<file path="src/rtl/exec_sequencer.sv">
// rtl/exec_sequencer.sv - run/step/halt sequencer and register-file read-port arbiter
//
// Gates execution of the single-cycle datapath into one-cycle tick enables.
// Ports:
//   clock, reset             system clock, asynchronous active-low reset
//   run_req, step_req        free-run level, step button level (rising edge = one instruction)
//   halt_req, clr_req        stop to IDLE, release HALT
//   dis_req, disp_add        display request and register index for the shared read port
//   inst_rs, pc              datapath rs field and current program counter
//   tick                     one-cycle execute enable
//   dis, rf_rd_addr          display grant and arbitrated register-file read address
//   state, done, retired     FSM state, HALT flag, saturating instruction count
module exec_sequencer #(
    parameter int DIV     = 50000000,
    parameter int PC_W    = 5,
    parameter int LAST_PC = 31
) (
    input  logic            clock,
    input  logic            reset,
    input  logic            run_req,
    input  logic            step_req,
    input  logic            halt_req,
    input  logic            clr_req,
    input  logic            dis_req,
    input  logic [PC_W-1:0] disp_add,
    input  logic [PC_W-1:0] inst_rs,
    input  logic [PC_W-1:0] pc,
    output logic            tick,
    output logic            dis,
    output logic [PC_W-1:0] rf_rd_addr,
    output logic [1:0]      state,
    output logic            done,
    output logic [7:0]      retired
);

    localparam int CNT_W = (DIV > 1) ? $clog2(DIV) : 1;
    localparam logic [CNT_W-1:0] CNT_MAX = CNT_W'(DIV - 1);
    localparam logic [PC_W-1:0]  PC_LAST = PC_W'(LAST_PC);

    typedef enum logic [1:0] {
        S_IDLE = 2'b00,
        S_RUN  = 2'b01,
        S_STEP = 2'b10,
        S_HALT = 2'b11
    } state_e;

    state_e            state_q, state_d;
    logic [CNT_W-1:0]  cnt_q, cnt_d;
    logic              step_q;
    logic              dis_q, dis_d;
    logic [7:0]        retired_q;
    logic              step_rise;
    logic              cnt_top;
    logic              pc_last;

    assign step_rise = step_req & ~step_q;
    assign cnt_top   = (cnt_q == CNT_MAX);
    assign pc_last   = (pc == PC_LAST);

    // Decoded from registers only so the enable cannot glitch.
    assign tick = ((state_q == S_RUN) && cnt_top) || (state_q == S_STEP);
    assign done = (state_q == S_HALT);

    always_comb begin
        state_d = state_q;
        cnt_d   = '0;
        case (state_q)
            S_IDLE: begin
                if (halt_req)       state_d = S_IDLE;
                else if (step_rise) state_d = S_STEP;
                else if (run_req)   state_d = S_RUN;
            end
            S_RUN: begin
                if (halt_req)               state_d = S_IDLE;
                else if (cnt_top && pc_last) state_d = S_HALT;
                else if (!run_req)          state_d = S_IDLE;
                else                        cnt_d = cnt_top ? '0 : cnt_q + CNT_W'(1);
            end
            S_STEP: begin
                // A step already entered always completes, even under halt_req.
                state_d = pc_last ? S_HALT : S_IDLE;
            end
            S_HALT: begin
                if (clr_req) state_d = S_IDLE;
            end
            default: state_d = S_IDLE;
        endcase
    end

    // The display may only own the read port in states that never tick.
    assign dis_d = dis_req & ((state_d == S_IDLE) || (state_d == S_HALT));

    always_ff @(posedge clock or negedge reset) begin
        if (!reset) begin
            state_q   <= S_IDLE;
            cnt_q     <= '0;
            step_q    <= 1'b0;
            dis_q     <= 1'b0;
            retired_q <= 8'd0;
        end else begin
            state_q <= state_d;
            cnt_q   <= cnt_d;
            step_q  <= step_req;
            dis_q   <= dis_d;
            if (tick && (retired_q != 8'hFF))
                retired_q <= retired_q + 8'd1;
        end
    end

    assign dis        = dis_q;
    assign rf_rd_addr = dis_q ? disp_add : inst_rs;
    assign state      = state_q;
    assign retired    = retired_q;

endmodule

</file>
<file path="config.mk">
export PLATFORM = sky130hd
export DESIGN_NAME = exec_sequencer
export DESIGN_NICKNAME = d
export VERILOG_FILES = /design/src/rtl/exec_sequencer.sv
export SDC_FILE = /design/constraint.sdc
export NUM_CORES = 1
export LEC_CHECK = 0
export ABC_AREA = 1
export BUFFER_PORTS_ARGS = -buffer_cell sky130_fd_sc_hd__buf_4
export CORE_ASPECT_RATIO = 0.5
export CORE_MARGIN = 2
export CORE_UTILIZATION = 54
export CTS_BUF_LIST = sky130_fd_sc_hd__clkbuf_16
export DETAILED_ROUTE_END_ITERATION = 8
export PLACE_DENSITY = 0.75
export RECOVER_POWER = 100
export SETUP_SLACK_MARGIN = 0.3
export SLEW_MARGIN = 5
export SYNTH_ARGS = -nofsm -noshare
export SYNTH_HDL_FRONTEND = slang
export SYNTH_SLANG_ARGS = --single-unit
</file>
<file path="constraint.sdc">
create_clock -name clock -period 3 [get_ports clock]
set_input_delay 0.3 -clock clock [delete_from_list [all_inputs] [get_ports clock]]
set_output_delay 0.3 -clock clock [all_outputs]
set_load 0.01 [all_outputs]
</file>
Yosys cells after proc, flatten, opt, wreduce, memory -nomap -nowiden:

Cells that the tools add are included.

* flip-flop bits (word level): 38
* word-level logic and storage cells: 39

* bitwise gates (word level): 3
* add/subtract/negate cells: 2
* mux-type cells: 15
* equality and inequality tests: 7
* reductions and logical operators: 7

Operators by type and width (count)
* $mux W26: 5
* $add A26 B1 Y26 const B: 1
* $eq A26 B26 Y1 const B: 1
* $mux W2: 8
* $add A8 B1 Y8 const B: 1
* $ne A8 B8 Y1 const B: 1
* $pmux W2 S4: 1
* $eq A2 B2 Y1 const B: 3
* $eq A5 B5 Y1 const B: 1
* $mux W5: 1
* $logic_not A2 Y1: 2
* $logic_and A1 B1 Y1: 3
* $and A1 B1 Y1: 2
* $eq A2 B1 Y1 const B: 1
* $logic_or A1 B1 Y1: 2
* $not A1 Y1: 1

Depth between registers and ports, before layout:

Gate-level depths: netlist (run 1).

* word-level depth: 8
* gate-level depth with buffers: 11
* depth with buffers taken out: 11

Worst setup path before layout (run 1):

No wires, ideal clock.

* path kind: flip-flop to flip-flop
* from: register cnt_q[0]
* to: register retired_q[3] (netlist: retired[3])
* stages on the path, launching flop included: 12
* slack: 1.330 ns
* data arrival time: 1.550 ns
* period minus slack after synthesis: 1.670 ns
* buffers on the path: 1
* cell sequence: dfrtp_1 -> ha_1 -> nand3_2 -> inv_2 -> nand2_1 -> nor2_2 -> nand2_2 -> o21bai_4 -> nand2_2 -> buf_6 -> o21ai_2 -> nand2_1

* word-level cells in the longest chain between the ends: 4

Ends and longest elaborated chain
* start: declaration: line 48 `logic [CNT_W-1:0] cnt_q, cnt_d;`
* start signal: assignment: line 102 `cnt_q <= cnt_d;`
* $eq A26 B26 Y1: line 57 `assign cnt_top = (cnt_q == CNT_MAX);`
* $logic_and A1 B1 Y1: line 61 `assign tick = ((state_q == S_RUN) && cnt_top) || (state_q == S_STEP);`
* $logic_or A1 B1 Y1: line 61
* via tick: line 28 `output logic tick,`
* $logic_and A1 B1 Y1: line 105 `if (tick && (retired_q != 8'hFF))`
* end signal: assignment: line 106 `retired_q <= retired_q + 8'd1;`
* end: declaration: line 51 `logic [7:0] retired_q;`

The timed path passes the listed nets, and every way through them passes these cells.
A chain may end at the register's enable or synchronous reset.

Final worst setup path (run 1):

* from: register cnt_q[0]
* to: register cnt_q[17]

* word-level cells in the longest chain between the ends: 6

Ends and longest elaborated chain
* $add A26 B1 Y26 / $eq A26 B26 Y1 (equally long branches): line 77, 57
* $mux W26: line 77 `else cnt_d = cnt_top ? '0 : cnt_q + CNT_W'(1);`
* $mux W26: line 76 `else if (!run_req) state_d = S_IDLE;`
* $mux W26 *: line 75 `else if (cnt_top && pc_last) state_d = S_HALT;`
* $mux W26 *: line 74 `if (halt_req) state_d = S_IDLE;`
* $mux W26 *: line 67 `case (state_q)`
* via cnt_d[17]: line 48

Mark *: on every way through the listed nets, which the timed path passes. The rest lies on a longest branch.

==> qor.csv, run 1 <==
stage,metric,value,unit
clocking,"Reg clk slew, reported paths",50,ps
power_and_ir_drop,Pwr per Cell Area,470,nW/µm²
timing,RSZ-0062 raised after global routing,false,
critical_path,RR Endpoint,cnt_q[17],
timing,final slew viol count,39,
layout,Finished Layout Cells,395,
clocking,postcts setup bufs,0,
routing,drc violations,0,
floorplan,Initial Utilization,0.574,
clocking,# resized after CTS,0,
synthesis,Syn Nets,323,
layout,nets,366,
synthesis,cell count after synthesis,299,
synthesis,"Distinct cells, synth",31,
power_and_ir_drop,P_leak,1.10,nW
timing,Final Cycle Share,0.730,
grt,vias in the first global route,1987,
critical_path,endpoint class of the critical path,flop,
timing,clk_skew,4.64,ps
timing,Final Hold Vio Count,0,
hold_path,Hold Crit Class,in2reg,
clocking,clk sinks,38,
clocking,clock buffer depth,2,
placed_design,Placer Congestion,0.876,
grt,GRT Residual Overflow,0,
critical_path,end of the critical path,cnt_q[17],
timing,endpoints failing setup,0,
critical_path,Critical Path Source,cnt_q[0],
synthesis,largest area contributor in the synthesized netlist,dfrtp_1,
synthesis,Yosys reg bits,38,
timing,max_slew headroom,-0.313,
layout,share of cells above drive strength 1,0.123,
clocking,number of H-tree levels,2,
grt,pin count of the biggest net entering global routing,39,
synthesis,top-area cell type share of the netlist area,0.418,
placed_design,post-DP HPWL,3.80,mm
synthesis,"Seq/Total Area, Yosys",0.418,
synthesis,Mean Syn Cell Area,7.60,µm²
routing,Via-to-Cell Ratio,5.25,
clocking,Hold Buf Count CTS,0,
routing,Initial DRC Count,91,
floorplan,Top Ports,40,
floorplan,row count,16,
routing,DRT Pass-1 Iters,4,
clocking,clock root buffer master,clkbuf_16,
outcome,failing checks,"max-capacitance violations, max-slew violations",
floorplan,die height,49.9,µm
placed_design,Placed Cells,389,
floorplan,total core area,3960,µm²
run,maxcap violations,1,
routing,Post-DRT Antenna Nets,0,
routing,routed len/inst,12.7,µm
floorplan,DIE AREA,4780,µm²
critical_path,Startpoint Class,flop,
routing,via count,2072,
critical_path,"reg-to-reg slack, setup",810,ps
timing,setup_tns,0,ps
clocking,CTS tree,yes,
grt,initial antenna violation count,0,
power_and_ir_drop,Design Power,1.24,mW
grt,Total GRT Usage,0.234,
timing,measured slew at the worst slew-check pin,1970,ps
clocking,TritonCTS Buffers,5,
clocking,later-pin clock latency in the skew report,270,ps
synthesis,Area contributors post-synth,"dfrtp_1, nand2_1, nor2_1",
timing,fin crit period,2190,ps
layout,utilization after layout,0.669,
layout,"most common cell after layout, fill and taps aside",nand2_1,
timing,f_max,0.457,GHz
critical_path,FF-to-FF Start,cnt_q[0],
critical_path,path depth of the worst reg2reg path,10,
layout,Layout Area Growth over Synthesis,16.6,%
placed_design,Port-buffer cells,39,
critical_path,CP arrival,2390,ps
outcome,status,finished with violations,
routing,WL final,5.01,mm
synthesis,Yosys warnings,0,
floorplan,chip width,95.8,µm
power_and_ir_drop,worst-case vdd ir drop,0.000300,V
grt,first-pass GRT wire length,8.60,mm
layout,ANT cells,0,
critical_path,worst setup path category,reg2reg,
critical_path,Critical Path RT,3200,ps
layout,most frequent cells in the layout,"nand2_1, nor2_1, dfrtp_1",
critical_path,crit-path max FO,18,
synthesis,Netlist Area Pre-Place,2270,µm²
Yosys cell counts:
master	count
inv_2	3
o21ai_2	2
o21ai_0	7
o21ai_1	2
inv_1	32
nor3_1	11
nor2_2	2
xnor2_1	6
nor2_4	2
a21oi_1	10
nand3b_1	2
buf_2	2
nand3_2	2
a211oi_1	3
o22ai_1	2
o21a_1	2
nand2_2	4
nand3_1	19
nor4b_1	1
xnor2_2	1
dfrtp_1	38
xor2_1	6
nor2_1	54
ha_1	2
mux2_2	5
nand2_1	64
o21bai_4	1
buf_6	1
nand4_1	9
nor4_1	2
nor3_2	2
power breakdown:
group / leakage, nW / internal [mW] / switching (mW)
clock network: 0.0632 / 0.295 / 0.176
registers: 0.521 / 0.541 / 0.0482
logic: 0.517 / 0.0833 / 0.100
total: 1.10 / 0.919 / 0.325
per-layer routing:
layer / track usage / wire [µm]
met4: 0.0357 / 14
met5: 0 / 0
met2: 0.389 / 2340
met3: 0.0520 / 280
met1: 0.319 / 2380
critical path, cell delays in order (launching register included):
cell      delay [ps]
dfrtp_1          400
ha_1             240
nand3_1          180
clkinv_1         110
nand2_1           70
nor2_1            50
nand2_1          140
nand3_2          320
inv_1            330
o21ai_0          130
a21oi_1          130
worst min path at each step:
stage           endpoint  startpoint  depth (start not counted)  slack [ps]
2_1_floorplan   cnt_q[0]       reset                          0           4
3_3_place_gp   cnt_q[23]       reset                          1         290
3_5_place_dp   cnt_q[14]       reset                          1         290
4_1_cts        cnt_q[14]       reset                          1           3
5_1_grt           step_q    step_req                          1         170
6_report          step_q    step_req                          1         170
cell type report:
| class | count | area [µm²] |
|---|---|---|
| repair buffers | 39 | 218 |
| multi-input cells | 223 | 1150 |
| clock buffers | 5 | 125 |
| flip-flops and latches | 38 | 951 |
| fillers | 357 | 1310 |
| well taps | 54 | 67.6 |
| clock inverters | 1 | 3.75 |
| inverters | 35 | 131 |
stage by stage:
stage | worst slack [ps] | cell area, µm² | hold WS (ps)
CTS | 952 | 2740 | 3.25
finish | 810 | 2650 | 172
global placement | 1050 | 2610 | 288
floorplan | 1330 | 2270 | 4.41
detailed placement | 967 | 2610 | 295
global route | 515 | 2650 | 170
logic make-up after synthesis:
group                    count (synthesis)  synth area share
flip-flops                              38             0.418
AND/OR/NAND/NOR                        174             0.346
XOR/XNOR                                13            0.0534
adder cells (fa/ha/maj)                  2            0.0110
buffers and inverters                   38            0.0671
AO/OA/AOI/OAI                           29            0.0798
multiplexers                             5            0.0248
flip-flops by register name, indices dropped and copies added, names as in the netlist:
| name | flops |
|---|---|
| dis | 1 |
| step_q | 1 |
| retired | 8 |
| cnt_q | 26 |
| state | 2 |
No activity file was read; power rests on OpenSTA's default activity.
==> run 2: changes to the inputs <==
clock period = 2.2 ns   (was 3 ns; I/O delays follow)
==> qor.csv, run 2 (synthesis results as in run 1) <==
stage,metric,value,unit,change
critical_path,CP peak stage delay,410,ps,about the same
critical_path,CP Buf/Inv Count,2,,unchanged
floorplan,die height,49.9,µm,unchanged
floorplan,Top Ports,40,,unchanged
floorplan,Initial Utilization,0.574,,unchanged
grt,Total GRT Usage,0.246,,+0.0128
timing,setup_tns,0,ps,unchanged
routing,Initial DRC Count,97,,+6.6%
routing,routed len/inst,13.0,µm,+2.2%
hold_path,hold_sp,step_req,,
clocking,"Reg clk slew, reported paths",50,ps,about the same
layout,max reg flops,26,,unchanged
routing,WL final,5.23,mm,+4.3%
layout,Layout Area Growth over Synthesis,21.2,%,
timing,max_slew headroom,0.379,,+0.692
clocking,number of H-tree levels,2,,unchanged
clocking,clock buffer depth,2,,unchanged
placed_design,Placed Cells,390,,+0.26%
layout,"Most flops, register",cnt_q,,
timing,Final Hold Vio Count,0,,unchanged
hold_path,WHS Endpoint,step_q,,
placed_design,DP Area,2620,µm²,+0.29%
placed_design,post-DP HPWL,3.75,mm,-1.4%
critical_path,slowest CP cell,dfrtp_1,,
critical_path,crit-path max FO,4,,-14
grt,pin count of the biggest net entering global routing,39,,unchanged
clocking,clk sinks,38,,unchanged
critical_path,CP arrival,1700,ps,-690 ps
grt,first-pass GRT wire length,9.10,mm,+5.9%
floorplan,total core area,3960,µm²,unchanged
critical_path,path depth of the worst reg2reg path,10,,unchanged
critical_path,"reg-to-reg slack, setup",310,ps,-500 ps
timing,clk_skew,2.84,ps,-1.80 ps
power_and_ir_drop,P_leak,1.14,nW,+3.8%
layout,Finished Layout Cells,403,,+2.0%
clocking,later-pin clock latency in the skew report,280,ps,about the same
grt,initial antenna violation count,0,,unchanged
grt,GRT Residual Overflow,0,,unchanged
floorplan,chip width,95.8,µm,unchanged
routing,Via-to-Cell Ratio,5.42,,+3.3%
clocking,TritonCTS Buffers,5,,unchanged
critical_path,endpoint class of the critical path,primary output,,
clocking,CTS tree,yes,,
critical_path,cell family with most CP delay,simple AND/OR/NAND/NOR gates,,
power_and_ir_drop,worst-case vdd ir drop,0.000451,V,+51%
critical_path,worst setup path category,reg2out,,
timing,RSZ-0062 raised after global routing,true,,
power_and_ir_drop,Pwr per Cell Area,621,nW/µm²,+32%
routing,drc violations,0,,unchanged
layout,most frequent cells in the layout,"nand2_1, nor2_1, dfrtp_1",,
layout,ANT cells,0,,unchanged
layout,share of cells above drive strength 1,0.169,,+0.0459
layout,utilization after layout,0.695,,+0.0268
timing,measured slew at the worst slew-check pin,931,ps,-1040 ps
timing,f_max,0.521,GHz,
floorplan,row count,16,,unchanged
critical_path,FF-to-FF Start,cnt_q[1],,
timing,endpoints failing setup,0,,unchanged
timing,fin crit period,1920,ps,
critical_path,Startpoint Class,flop,,
run,maxcap violations,0,,-1
floorplan,DIE AREA,4780,µm²,unchanged
critical_path,Critical Path RT,1980,ps,-1220 ps
hold_path,Hold Crit Class,in2reg,,
critical_path,RR Endpoint,cnt_q[12],,
layout,nets,373,,+1.9%
critical_path,cells along the critical path,"ha_4, nand3_4, inv_2, nand2_1, nor2_1, nand2_2, o21bai_4, clkbuf_1",,
layout,"most common cell after layout, fill and taps aside",nand2_1,,
outcome,status,completed,,
timing,final slew viol count,0,,-100%
layout,area of all placed cells without fillers,2760,µm²,+4.0%
placed_design,Port-buffer cells,39,,unchanged
timing,Final Cycle Share,0.872,,
timing,WHS,83.7,ps,-87.9 ps
routing,DRT Pass-1 Iters,4,,unchanged
hold_path,worst hold stages,1,,unchanged
routing,Post-DRT Antenna Nets,0,,unchanged
grt,vias in the first global route,2034,,+2.4%
clocking,clock root buffer master,clkbuf_16,,
placed_design,Placer Congestion,0.856,,-2.2%
routing,via count,2184,,+5.4%
[run 2: cell types whose count changed in the layout (fill, tap and decap cells not counted), moves of 2 or more]
cell / change
dfrtp_2: +2
buf_4: +3
clkinv_1: -2
nand3_1: -2
dfrtp_1: -2
nand2_1: -2
clkbuf_2: +2
[run 2: layout make-up]
cell class	instances	area, µm²
fillers	356	1210
multi-input cells	223	1200
flip-flops and latches	38	953
repair buffers	45	264
inverters	35	135
clock buffers	5	125
well taps	54	67.6
clock inverters	2	7.51
repair inverters	1	5.00
[run 2: report_power, final]
group | leakage [nW] | switching [mW] | internal (mW)
registers | 0.517 | 0.0634 | 0.738
clock network | 0.0723 | 0.249 | 0.404
logic | 0.553 | 0.142 | 0.116
total | 1.14 | 0.454 | 1.26
[run 2: worst max path at each step]
stage	depth (start not counted)	slack (ps)	end	from
after floorplan	11	530	retired[3]	cnt_q[0]
after global placement	10	410	cnt_q[15]	cnt_q[0]
after detailed placement	10	340	cnt_q[25]	cnt_q[0]
after CTS	8	320	tick	cnt_q[1]
after global routing	10	140	cnt_q[12]	cnt_q[0]
final	8	280	tick	cnt_q[1]
[run 2: metrics by stage]
step	setup WS (ps)	power [mW]
6_report	282	1.71
5_1_grt	139	1.80
4_1_cts	318	1.77
3_5_place_dp	341	1.11
3_3_place_gp	411	1.11
2_1_floorplan	530	0.963
[run 2: what timing repair did]
action                     in CTS  in global routing
hold endpoints to repair       38                  0
cloned                          0                  1
gates resized for setup         2                 10
setup endpoints to repair       2                 16
buffers inserted                2                  2
pin swaps                       0                  1
hold buffers                    1                  0
[run 2: routing by layer]
| layer | vias up | global-route usage | share of wire |
|---|---|---|---|
| met5 | - | 0 | 0 |
| met4 | 0 | 0.0524 | 0.013 |
| li1 | 1066 | - | - |
| met1 | 1030 | 0.336 | 0.45 |
| met3 | 10 | 0.0749 | 0.066 |
| met2 | 78 | 0.389 | 0.47 |
